### src/rtl/chan_sel_scheduler.sv
// Frame-aligned channel-bin scheduler: dwells N frames per slot, then steps to the next bin.
// Latency: frame_sync to ch_sel/switch_pulse update is exactly 1 cycle.
// No backpressure: frame_sync is a free-running strobe; run=0 stops the sequence on the next edge.
module chan_sel_scheduler #(
  parameter int CH_W    = 9,
  parameter int DWELL_W = 16
) (
  input  logic              user_clk,
  input  logic              user_rst_n,
  input  logic [31:0]       ctrl_reg,
  input  logic [31:0]       ch_bin0,
  input  logic [31:0]       ch_bin1,
  input  logic [31:0]       ch_bin2,
  input  logic [31:0]       ch_bin3,
  input  logic              frame_sync,
  output logic [CH_W-1:0]   ch_sel,
  output logic              ch_sel_valid,
  output logic [1:0]        slot_idx,
  output logic              switch_pulse,
  output logic              busy,
  output logic              done
);

  typedef enum logic [1:0] {
    IDLE  = 2'd0,
    ARM   = 2'd1,
    DWELL = 2'd2,
    DONE  = 2'd3
  } state_t;

  state_t               state;
  logic                 run_d;
  // After reset run must be seen low once before a rising edge counts as a start,
  // so a run bit left high across reset does not restart the sequence.
  logic                 armed;
  logic [1:0]           last_slot_q;
  logic                 one_shot_q;
  logic [DWELL_W-1:0]   dwell_q;
  logic [DWELL_W-1:0]   cnt;

  logic                 run;
  logic                 start;
  logic [DWELL_W-1:0]   dwell_in;
  logic [DWELL_W-1:0]   dwell_eff;
  logic                 do_load;
  logic                 do_finish;
  logic [1:0]           load_slot;
  logic [31:0]          load_bin;

  assign run       = ctrl_reg[0];
  assign start     = run & ~run_d & armed;
  assign dwell_in  = DWELL_W'(ctrl_reg[31:16]);
  assign dwell_eff = (dwell_in == '0) ? DWELL_W'(1) : dwell_in;

  // Upper bin bits and reserved control bits are deliberately ignored.
  logic unused_bits;
  assign unused_bits = ^{ctrl_reg[15:4], ch_bin0[31:CH_W], ch_bin1[31:CH_W],
                         ch_bin2[31:CH_W], ch_bin3[31:CH_W]};

  // Decide whether this frame_sync loads a slot (and which) or ends a one-shot run.
  always_comb begin
    do_load   = 1'b0;
    do_finish = 1'b0;
    load_slot = 2'd0;
    if (run && frame_sync) begin
      if (state == ARM) begin
        do_load   = 1'b1;
        load_slot = 2'd0;
      end else if (state == DWELL && cnt == '0) begin
        if (slot_idx != last_slot_q) begin
          do_load   = 1'b1;
          load_slot = slot_idx + 2'd1;
        end else if (!one_shot_q) begin
          do_load   = 1'b1;
          load_slot = 2'd0;
        end else begin
          do_finish = 1'b1;
        end
      end
    end
  end

  // Bin sampled at load time so software can retune slots that are not on air.
  always_comb begin
    load_bin = ch_bin0;
    case (load_slot)
      2'd0: load_bin = ch_bin0;
      2'd1: load_bin = ch_bin1;
      2'd2: load_bin = ch_bin2;
      2'd3: load_bin = ch_bin3;
      default: load_bin = ch_bin0;
    endcase
  end

  // Scheduler FSM with registered outputs; stop (run=0) overrides everything.
  always_ff @(posedge user_clk or negedge user_rst_n) begin
    if (!user_rst_n) begin
      state        <= IDLE;
      run_d        <= 1'b0;
      armed        <= 1'b0;
      last_slot_q  <= 2'd0;
      one_shot_q   <= 1'b0;
      dwell_q      <= '0;
      cnt          <= '0;
      ch_sel       <= '0;
      ch_sel_valid <= 1'b0;
      slot_idx     <= 2'd0;
      switch_pulse <= 1'b0;
      busy         <= 1'b0;
      done         <= 1'b0;
    end else begin
      run_d        <= run;
      switch_pulse <= 1'b0;
      if (!run) begin
        armed <= 1'b1;
      end

      if (!run) begin
        state        <= IDLE;
        ch_sel_valid <= 1'b0;
        busy         <= 1'b0;
        done         <= 1'b0;
      end else begin
        case (state)
          IDLE: begin
            // frame_sync coincident with the start is not a load opportunity.
            if (start) begin
              last_slot_q <= ctrl_reg[3:2];
              one_shot_q  <= ctrl_reg[1];
              dwell_q     <= dwell_eff;
              busy        <= 1'b1;
              state       <= ARM;
            end
          end
          ARM, DWELL: begin
            if (do_load) begin
              ch_sel       <= load_bin[CH_W-1:0];
              slot_idx     <= load_slot;
              ch_sel_valid <= 1'b1;
              switch_pulse <= 1'b1;
              cnt          <= dwell_q - DWELL_W'(1);
              state        <= DWELL;
            end else if (do_finish) begin
              ch_sel_valid <= 1'b0;
              busy         <= 1'b0;
              done         <= 1'b1;
              state        <= DONE;
            end else if (state == DWELL && frame_sync && cnt != '0) begin
              cnt <= cnt - DWELL_W'(1);
            end
          end
          DONE: begin
            // Hold results until software drops run.
          end
          default: state <= IDLE;
        endcase
      end
    end
  end

endmodule

### config.mk
export PLATFORM = sky130hd
export DESIGN_NAME = chan_sel_scheduler
export DESIGN_NICKNAME = d
export VERILOG_FILES = /design/src/rtl/chan_sel_scheduler.sv
export SDC_FILE = /design/constraint.sdc
export NUM_CORES = 1
export LEC_CHECK = 0
export ABC_AREA = 1
export CAP_MARGIN = 20
export CELL_PAD_IN_SITES_DETAIL_PLACEMENT = 1
export CELL_PAD_IN_SITES_GLOBAL_PLACEMENT = 2
export CORE_AREA = 3 3 134 136
export CTS_BUF_LIST = sky130_fd_sc_hd__clkbuf_8
export DETAILED_ROUTE_END_ITERATION = 8
export DIE_AREA = 0 0 137 139
export HOLD_SLACK_MARGIN = 0.12
export PLACE_DENSITY_LB_ADDON = 0.25
export SYNTH_ARGS = -nofsm -noshare
export SYNTH_HDL_FRONTEND = slang
export SYNTH_SLANG_ARGS = --single-unit
### constraint.sdc
create_clock -name user_clk -period 2.5 [get_ports user_clk]
set_input_delay 0.5 -clock user_clk [delete_from_list [all_inputs] [get_ports user_clk]]
set_output_delay 0.5 -clock user_clk [all_outputs]
set_load 0.03 [all_outputs]
==> metrics.cfg, run 1 <==
[detailed_routing]
vias_per_cell = 4.277
num_vias = 3507
drc = 0
routed_wl_um = 11830
drtIter0Drc = 94
dr.pass1.iters = 4
drtAntennaViolNets = 0
wl_per_cell_um = 14.43

[cts]
htreeDepth = 2
tritoncts = built
cts_num_sinks = 54
clk_latency_ps = 340
clk_path_buf_depth = 2
cts_buffers = 5
path_clk_slew_ps = 120
root_buffer = clkbuf_8

[finish]
multi_input_area_sq_um = 1854
final_common_cell = nand2_1
layout_common_cells = nand2_1 (170), clkdlybuf4s50_1 (72), nand3_1 (69), dfrtp_1 (54), inv_1 (44)
fillers = 2121
fin_area_sq_um = 4897
syn_to_final_growth_pct = 46.98
layoutNonFillerInstCount = 820
antenna_cells = 0
drive_gt1_frac = 0.1714
regArea_sq_um = 1351
nets = 761

[pwr]
clock_power_share = 0.120
ir_drop_mv = 0.3106
p_switching_mw = 2.153
p_per_area_nw_per_um2 = 961.1
intPower_mw = 2.554
combPwrFrac = 0.574
seqPwrFrac = 0.306
swShare = 0.4574
p_leak_nw = 2.253

[die]
rows = 48
dieArea_sq_um = 19040
die_h_um = 139
chipWidth_um = 137
core_area_sq_um = 17060
initial_utilization = 0.1953
pin_count = 178

[place]
dpl-instance-area_sq_um = 4619
port_buffers = 73
numPlacedInstances = 810
dp_hpwl_um = 9211
dp_slack_ps = -186.3
globalplace.congestion = 0.7714

[sta]
final.setup.tns_ps = 0
tightest_slew_ps = 754.9
setup_viol = 0
finalWorstSetupSlack_ps = 176.4
slew_headroom = 0.4949
fmax_ghz = 0.4304
report.final.hold_viol_count = 0
clock-skew-final_ps = 9.242
min_period_over_period = 0.9294
rsz0062_at_grt = true
maxSlewViolCount = 0
fin_hold_ws_ps = 140.2
finalCriticalPeriod_ps = 2324

[logic_synthesis]
post_synth_num_cell_types = 30
syn_inst = 487
synth_fp_nets = 654
syn_avg_cell_area_sq_um = 6.842
yosysWarnings = 0
yosysSeqAreaShare = 0.4056
yosys_register_bits = 54
synthFlopType = dfrtp_1
synth_edf_count = 0
netlist_area_sq_um = 3332
async_reset_ff_frac = 1.000

[global_routing]
grt_pass1_wl_um = 19890
grt-ovfl-total = 0
grt_pass1_vias = 3743
antenna_found_initial = 0
grt_max_degree = 55
globalRouteTotalUtil = 0.1311

[worst_setup_path]
crit_type = flop to flop
crit_fanout = 5
arrival_ps = 2570
critPathRequiredTime_ps = 2750
crit_path_end_kind = flop
worst-r2r-cell-count = 15
start_kind = flop

[run]
cap_violations = 0

[hold_path]
min_path_type = input pin to async pin

[status]
status = finished clean

==> power groups by stage <==
stage	sequential (mW)	clock, mW	combinational (mW)
final	1.44	0.563	2.70
after global routing	1.49	0.633	3.04
after CTS	1.44	0.608	2.47
after detailed placement	1.46	0	2.44
after global placement	1.44	0	2.42
after floorplan	1.58	0	1.28
==> cell type report <==
cell class / instances / share of cell area
multi-input cells: 367 / 0.3786
well taps: 225 / 0.05749
flip-flops and latches: 54 / 0.2759
clock inverters: 3 / 0.005110
clock buffers: 5 / 0.01405
repair buffers: 118 / 0.2312
inverters: 48 / 0.03756
==> logic make-up after synthesis <==
| family | count (synthesis) | synth area share |
|---|---|---|
| AOI/OAI and AO/OA | 47 | 0.08599 |
| adders and majority gates | 4 | 0.01502 |
| and+or+nand+nor | 316 | 0.4097 |
| buffers and inverters | 66 | 0.08374 |
| DFF | 54 | 0.4056 |
==> through the flow <==
step                power (mW)    util
finish                   4.707  0.2871
global route             5.164  0.2871
CTS                      4.518  0.2766
detailed placement       3.904  0.2708
global placement         3.863  0.2708
floorplan                2.864       -
==> critical path: stages (launching register included) <==
cell and delay (ps):
dfrtp_1 430, nor2_1 120, nand2_1 100, nor2_1 100
buf_4 140, nand4_4 110, nand2_4 150, nand3_1 140
nand2_2 140, ha_4 170, nand3_4 90, nor3_4 190
buf_6 140, nand4_1 70, nand3_1 100, nand2_1 50
==> per-layer routing <==
| metal | global-route usage | vias to the layer above | wire length [um] |
|---|---|---|---|
| li1 | - | 1776 | - |
| met2 | 0.2055 | 60 | 5334 |
| met4 | 0.03204 | 0 | 145 |
| met5 | 0 | - | 0 |
| met1 | 0.1774 | 1664 | 5761 |
| met3 | 0.03810 | 7 | 591 |
==> cell usage after synthesis (2+ instances only) <==
cell type | count | share of area
nand4_1 | 3 | 0.0056
nor4_1 | 5 | 0.0094
nor2_2 | 3 | 0.0056
inv_2 | 3 | 0.0034
ha_1 | 4 | 0.015
a31oi_1 | 2 | 0.0038
inv_1 | 44 | 0.050
a21oi_1 | 3 | 0.0045
o21ai_1 | 5 | 0.0075
nand3_2 | 2 | 0.0060
o21ai_0 | 24 | 0.036
nand3_1 | 72 | 0.11
nand2_2 | 6 | 0.011
dfrtp_1 | 54 | 0.41
buf_6 | 2 | 0.0068
buf_4 | 2 | 0.0045
clkbuf_1 | 7 | 0.0079
nand2_1 | 181 | 0.20
nor2_1 | 39 | 0.044
nor2_4 | 2 | 0.0068
buf_2 | 7 | 0.011
o22a_1 | 9 | 0.024
==> worst paths after layout <==
| check | slack (ps) | start | to |
|---|---|---|---|
| hold reg to reg | 460 | armed | armed |
| setup reg to reg | 180 | cnt[12] | cnt[12] |
| hold / removal | 140 | user_rst_n | armed |
| max in group asynchronous | 2070 | user_rst_n | cnt[12] |
| min in group user_clk | 460 | armed | armed |
| setup / recovery | 180 | cnt[12] | cnt[12] |
==> sequential cells by signal (all words and copies together), names as in the netlist <==
| register | count |
|---|---|
| one_shot_q | 1 |
| ch_sel_valid | 1 |
| last_slot_q | 2 |
| run_d | 1 |
| state | 2 |
| done | 1 |
| armed | 1 |
| slot_idx | 2 |
| switch_pulse | 1 |
| ch_sel | 9 |
| dwell_q | 16 |
| busy | 1 |
| cnt | 16 |
==> what timing repair did <==
action                     in CTS  in global routing
pin swaps                       0                 11
setup endpoints to repair       2                 12
resized for setup               1                 43
setup buffers                   0                  2
hold buffers                    0                  0
(Power assumes the default switching activity.)
==> inputs of run 2 (changes only) <==
--- a/config.mk
+++ b/config.mk
@@ -9,12 +9,13 @@
 export CAP_MARGIN = 20
 export CELL_PAD_IN_SITES_DETAIL_PLACEMENT = 1
 export CELL_PAD_IN_SITES_GLOBAL_PLACEMENT = 2
-export CORE_AREA = 3 3 134 136
+export CORE_AREA = 3 3 105 107
 export CTS_BUF_LIST = sky130_fd_sc_hd__clkbuf_8
 export DETAILED_ROUTE_END_ITERATION = 8
-export DIE_AREA = 0 0 137 139
+export DIE_AREA = 0 0 108 110
+export DONT_BUFFER_PORTS = 1
 export HOLD_SLACK_MARGIN = 0.12
-export PLACE_DENSITY_LB_ADDON = 0.25
+export PLACE_DENSITY = 0.85
 export SYNTH_ARGS = -nofsm -noshare
 export SYNTH_HDL_FRONTEND = slang
 export SYNTH_SLANG_ARGS = --single-unit
==> constraint.sdc (replaced) <==
create_clock -name user_clk -period 2.5 [get_ports user_clk]
set_input_delay 0.5 -clock user_clk [delete_from_list [all_inputs] [get_ports user_clk]]
set_output_delay 0.5 -clock user_clk [all_outputs]
set_load 0.005 [all_outputs]
==> metrics.cfg, run 2 (synthesis results as in run 1) <==
[worst_setup_path]
crit_buf_inv = 1
critPathRequiredTime_ps = 2700
start_kind = flop
critPathMostFrequentCell = nand2_1
cp_cell_sequence = nor2_1, nand2_1, nor2_4, nand4_2, nand2_4, nand2_2, nand2_1, nand2_1, ha_1, nand3_1, nor3_2, buf_4, o21ai_0, o21ai_0
cpPeakStageDelay_ps = 420
crit_path_end_kind = flop
crit_family = simple AND/OR/NAND/NOR gates
reg2reg_from = cnt[15]
arrival_ps = 2490
crit_fanout = 5
critPathLaunch = cnt[15]
slowest_stage = dfrtp_1
crit_type = flop to flop

[detailed_routing]
vias_per_cell = 5.042
wl_per_cell_um = 15.63
routed_wl_um = 10000
dr.pass1.iters = 4
drtAntennaViolNets = 0
drc = 0
num_vias = 3227
drtIter0Drc = 131

[sta]
rsz0062_at_grt = false
maxSlewViolCount = 0
clock-skew-final_ps = 22.37
setup_viol = 0
fmax_ghz = 0.4355
min_period_over_period = 0.9184
finalCriticalPeriod_ps = 2296
report.final.hold_viol_count = 0
tightest_slew_ps = 716.8
slew_headroom = 0.5190
final.setup.tns_ps = 0

[cts]
htreeDepth = 2
root_buffer = clkbuf_8
tritoncts = built
clk_latency_ps = 330
path_clk_slew_ps = 120
cts_num_sinks = 54
cts_buffers = 5
clk_path_buf_depth = 2

[finish]
layout_common_cells = nand2_1 (180), nand3_1 (72), dfrtp_1 (54), inv_1 (44), nor2_1 (32)
reg_top3 = cnt: 16 flops, dwell_q: 16 flops, ch_sel: 9 flops
syn_to_final_growth_pct = 15.02
nets = 670
final_common_cell = nand2_1
finish.utilization = 0.3746
antenna_cells = 0
fin_area_sq_um = 3832
drive_gt1_frac = 0.1230

[die]
initial_utilization = 0.3257
core_area_sq_um = 10230
dieArea_sq_um = 11880
chipWidth_um = 108
pin_count = 178
rows = 37
die_h_um = 110

[pwr]
p_switching_mw = 1.752
p_per_area_nw_per_um2 = 1067
combPwrFrac = 0.460
intPower_mw = 2.339
swShare = 0.4283
ir_drop_mv = 0.3747
p_leak_nw = 1.903
clock_power_share = 0.183
finalPower_mw = 4.091
seqPwrFrac = 0.357

[hold_path]
min_path_type = input pin to flop
min_from = ctrl_reg[0]

[place]
globalplace.congestion = 0.8200
port_buffers = 0
dpl-instance-area_sq_um = 3600
dp_hpwl_um = 7769

[status]
status = finished clean

[global_routing]
antenna_found_initial = 0
grt_pass1_wl_um = 17040
grt_pass1_vias = 3410
grt_max_degree = 55
globalRouteTotalUtil = 0.1808
grt-ovfl-total = 0

[run]
cap_violations = 0

[run 2: cell count changes in the layout (fill, tap and decap cells not counted), moves of 2 or more]
cell,before,now
nor2_2,11,9
buf_6,3,0
nand3_2,4,2
nand3_1,69,72
nand2_2,15,6
nor2_1,27,32
buf_4,37,23
clkdlybuf4s50_1,72,0
buf_12,4,2
clkinvlp_4,2,0
bufinv_16,0,2
nor2_4,6,3
nand2_1,170,180
[run 2: through the flow]
step | std cells | worst slack, ps | hold WS, ps
6_report | 640 | 204.0 | 202.2
5_1_grt | 640 | 1.489 | 179.1
4_1_cts | 637 | 44.05 | 188.6
3_5_place_dp | 627 | 7.918 | 207.4
3_3_place_gp | 627 | 80.70 | 207.3
2_1_floorplan | 487 | 353.9 | 204.4
[run 2: routing by layer]
layer  GRT usage  part of all wire
met5           0                 0
met4     0.04328             0.011
met3     0.03786             0.054
met2      0.3002              0.47
met1      0.2432              0.47
[run 2: what timing repair did]
| item | in CTS | in global routing |
|---|---|---|
| resized for setup | 2 | 8 |
| setup buffers | 0 | 3 |
| hold buffers | 2 | 0 |
| pin swaps | 0 | 2 |
| hold endpoints to repair | 54 | 0 |
| endpoints found under the setup margin | 3 | 17 |
| cloned | 0 | 0 |
[run 2: worst paths after layout]
kind	to	slack [ps]	cells after the start
max reg2reg	cnt[4]	200	14
max	cnt[4]	200	14
min reg2reg	armed	470	2
min	run_d	200	0
max in group asynchronous	ch_sel[6]	1550	2
min in group asynchronous	cnt[11]	680	2
[run 2: cell type report]
type | count | area [sq um]
fillers | 1301 | 6399
multi-input cells | 367 | 1738
flip-flops and latches | 54 | 1351
repair buffers | 27 | 250.2
clock buffers | 6 | 82.58
inverters | 48 | 180.2
well taps | 136 | 170.2
clock inverters | 2 | 60.06
[run 2: power by group through the flow]
stage,sequential [mW],combinational [mW],clock [mW]
6_report,1.46,1.88,0.748
2_1_floorplan,1.41,1.28,0
3_3_place_gp,1.47,1.70,0
4_1_cts,1.47,1.84,0.766
3_5_place_dp,1.49,1.78,0
5_1_grt,1.51,2.16,0.803
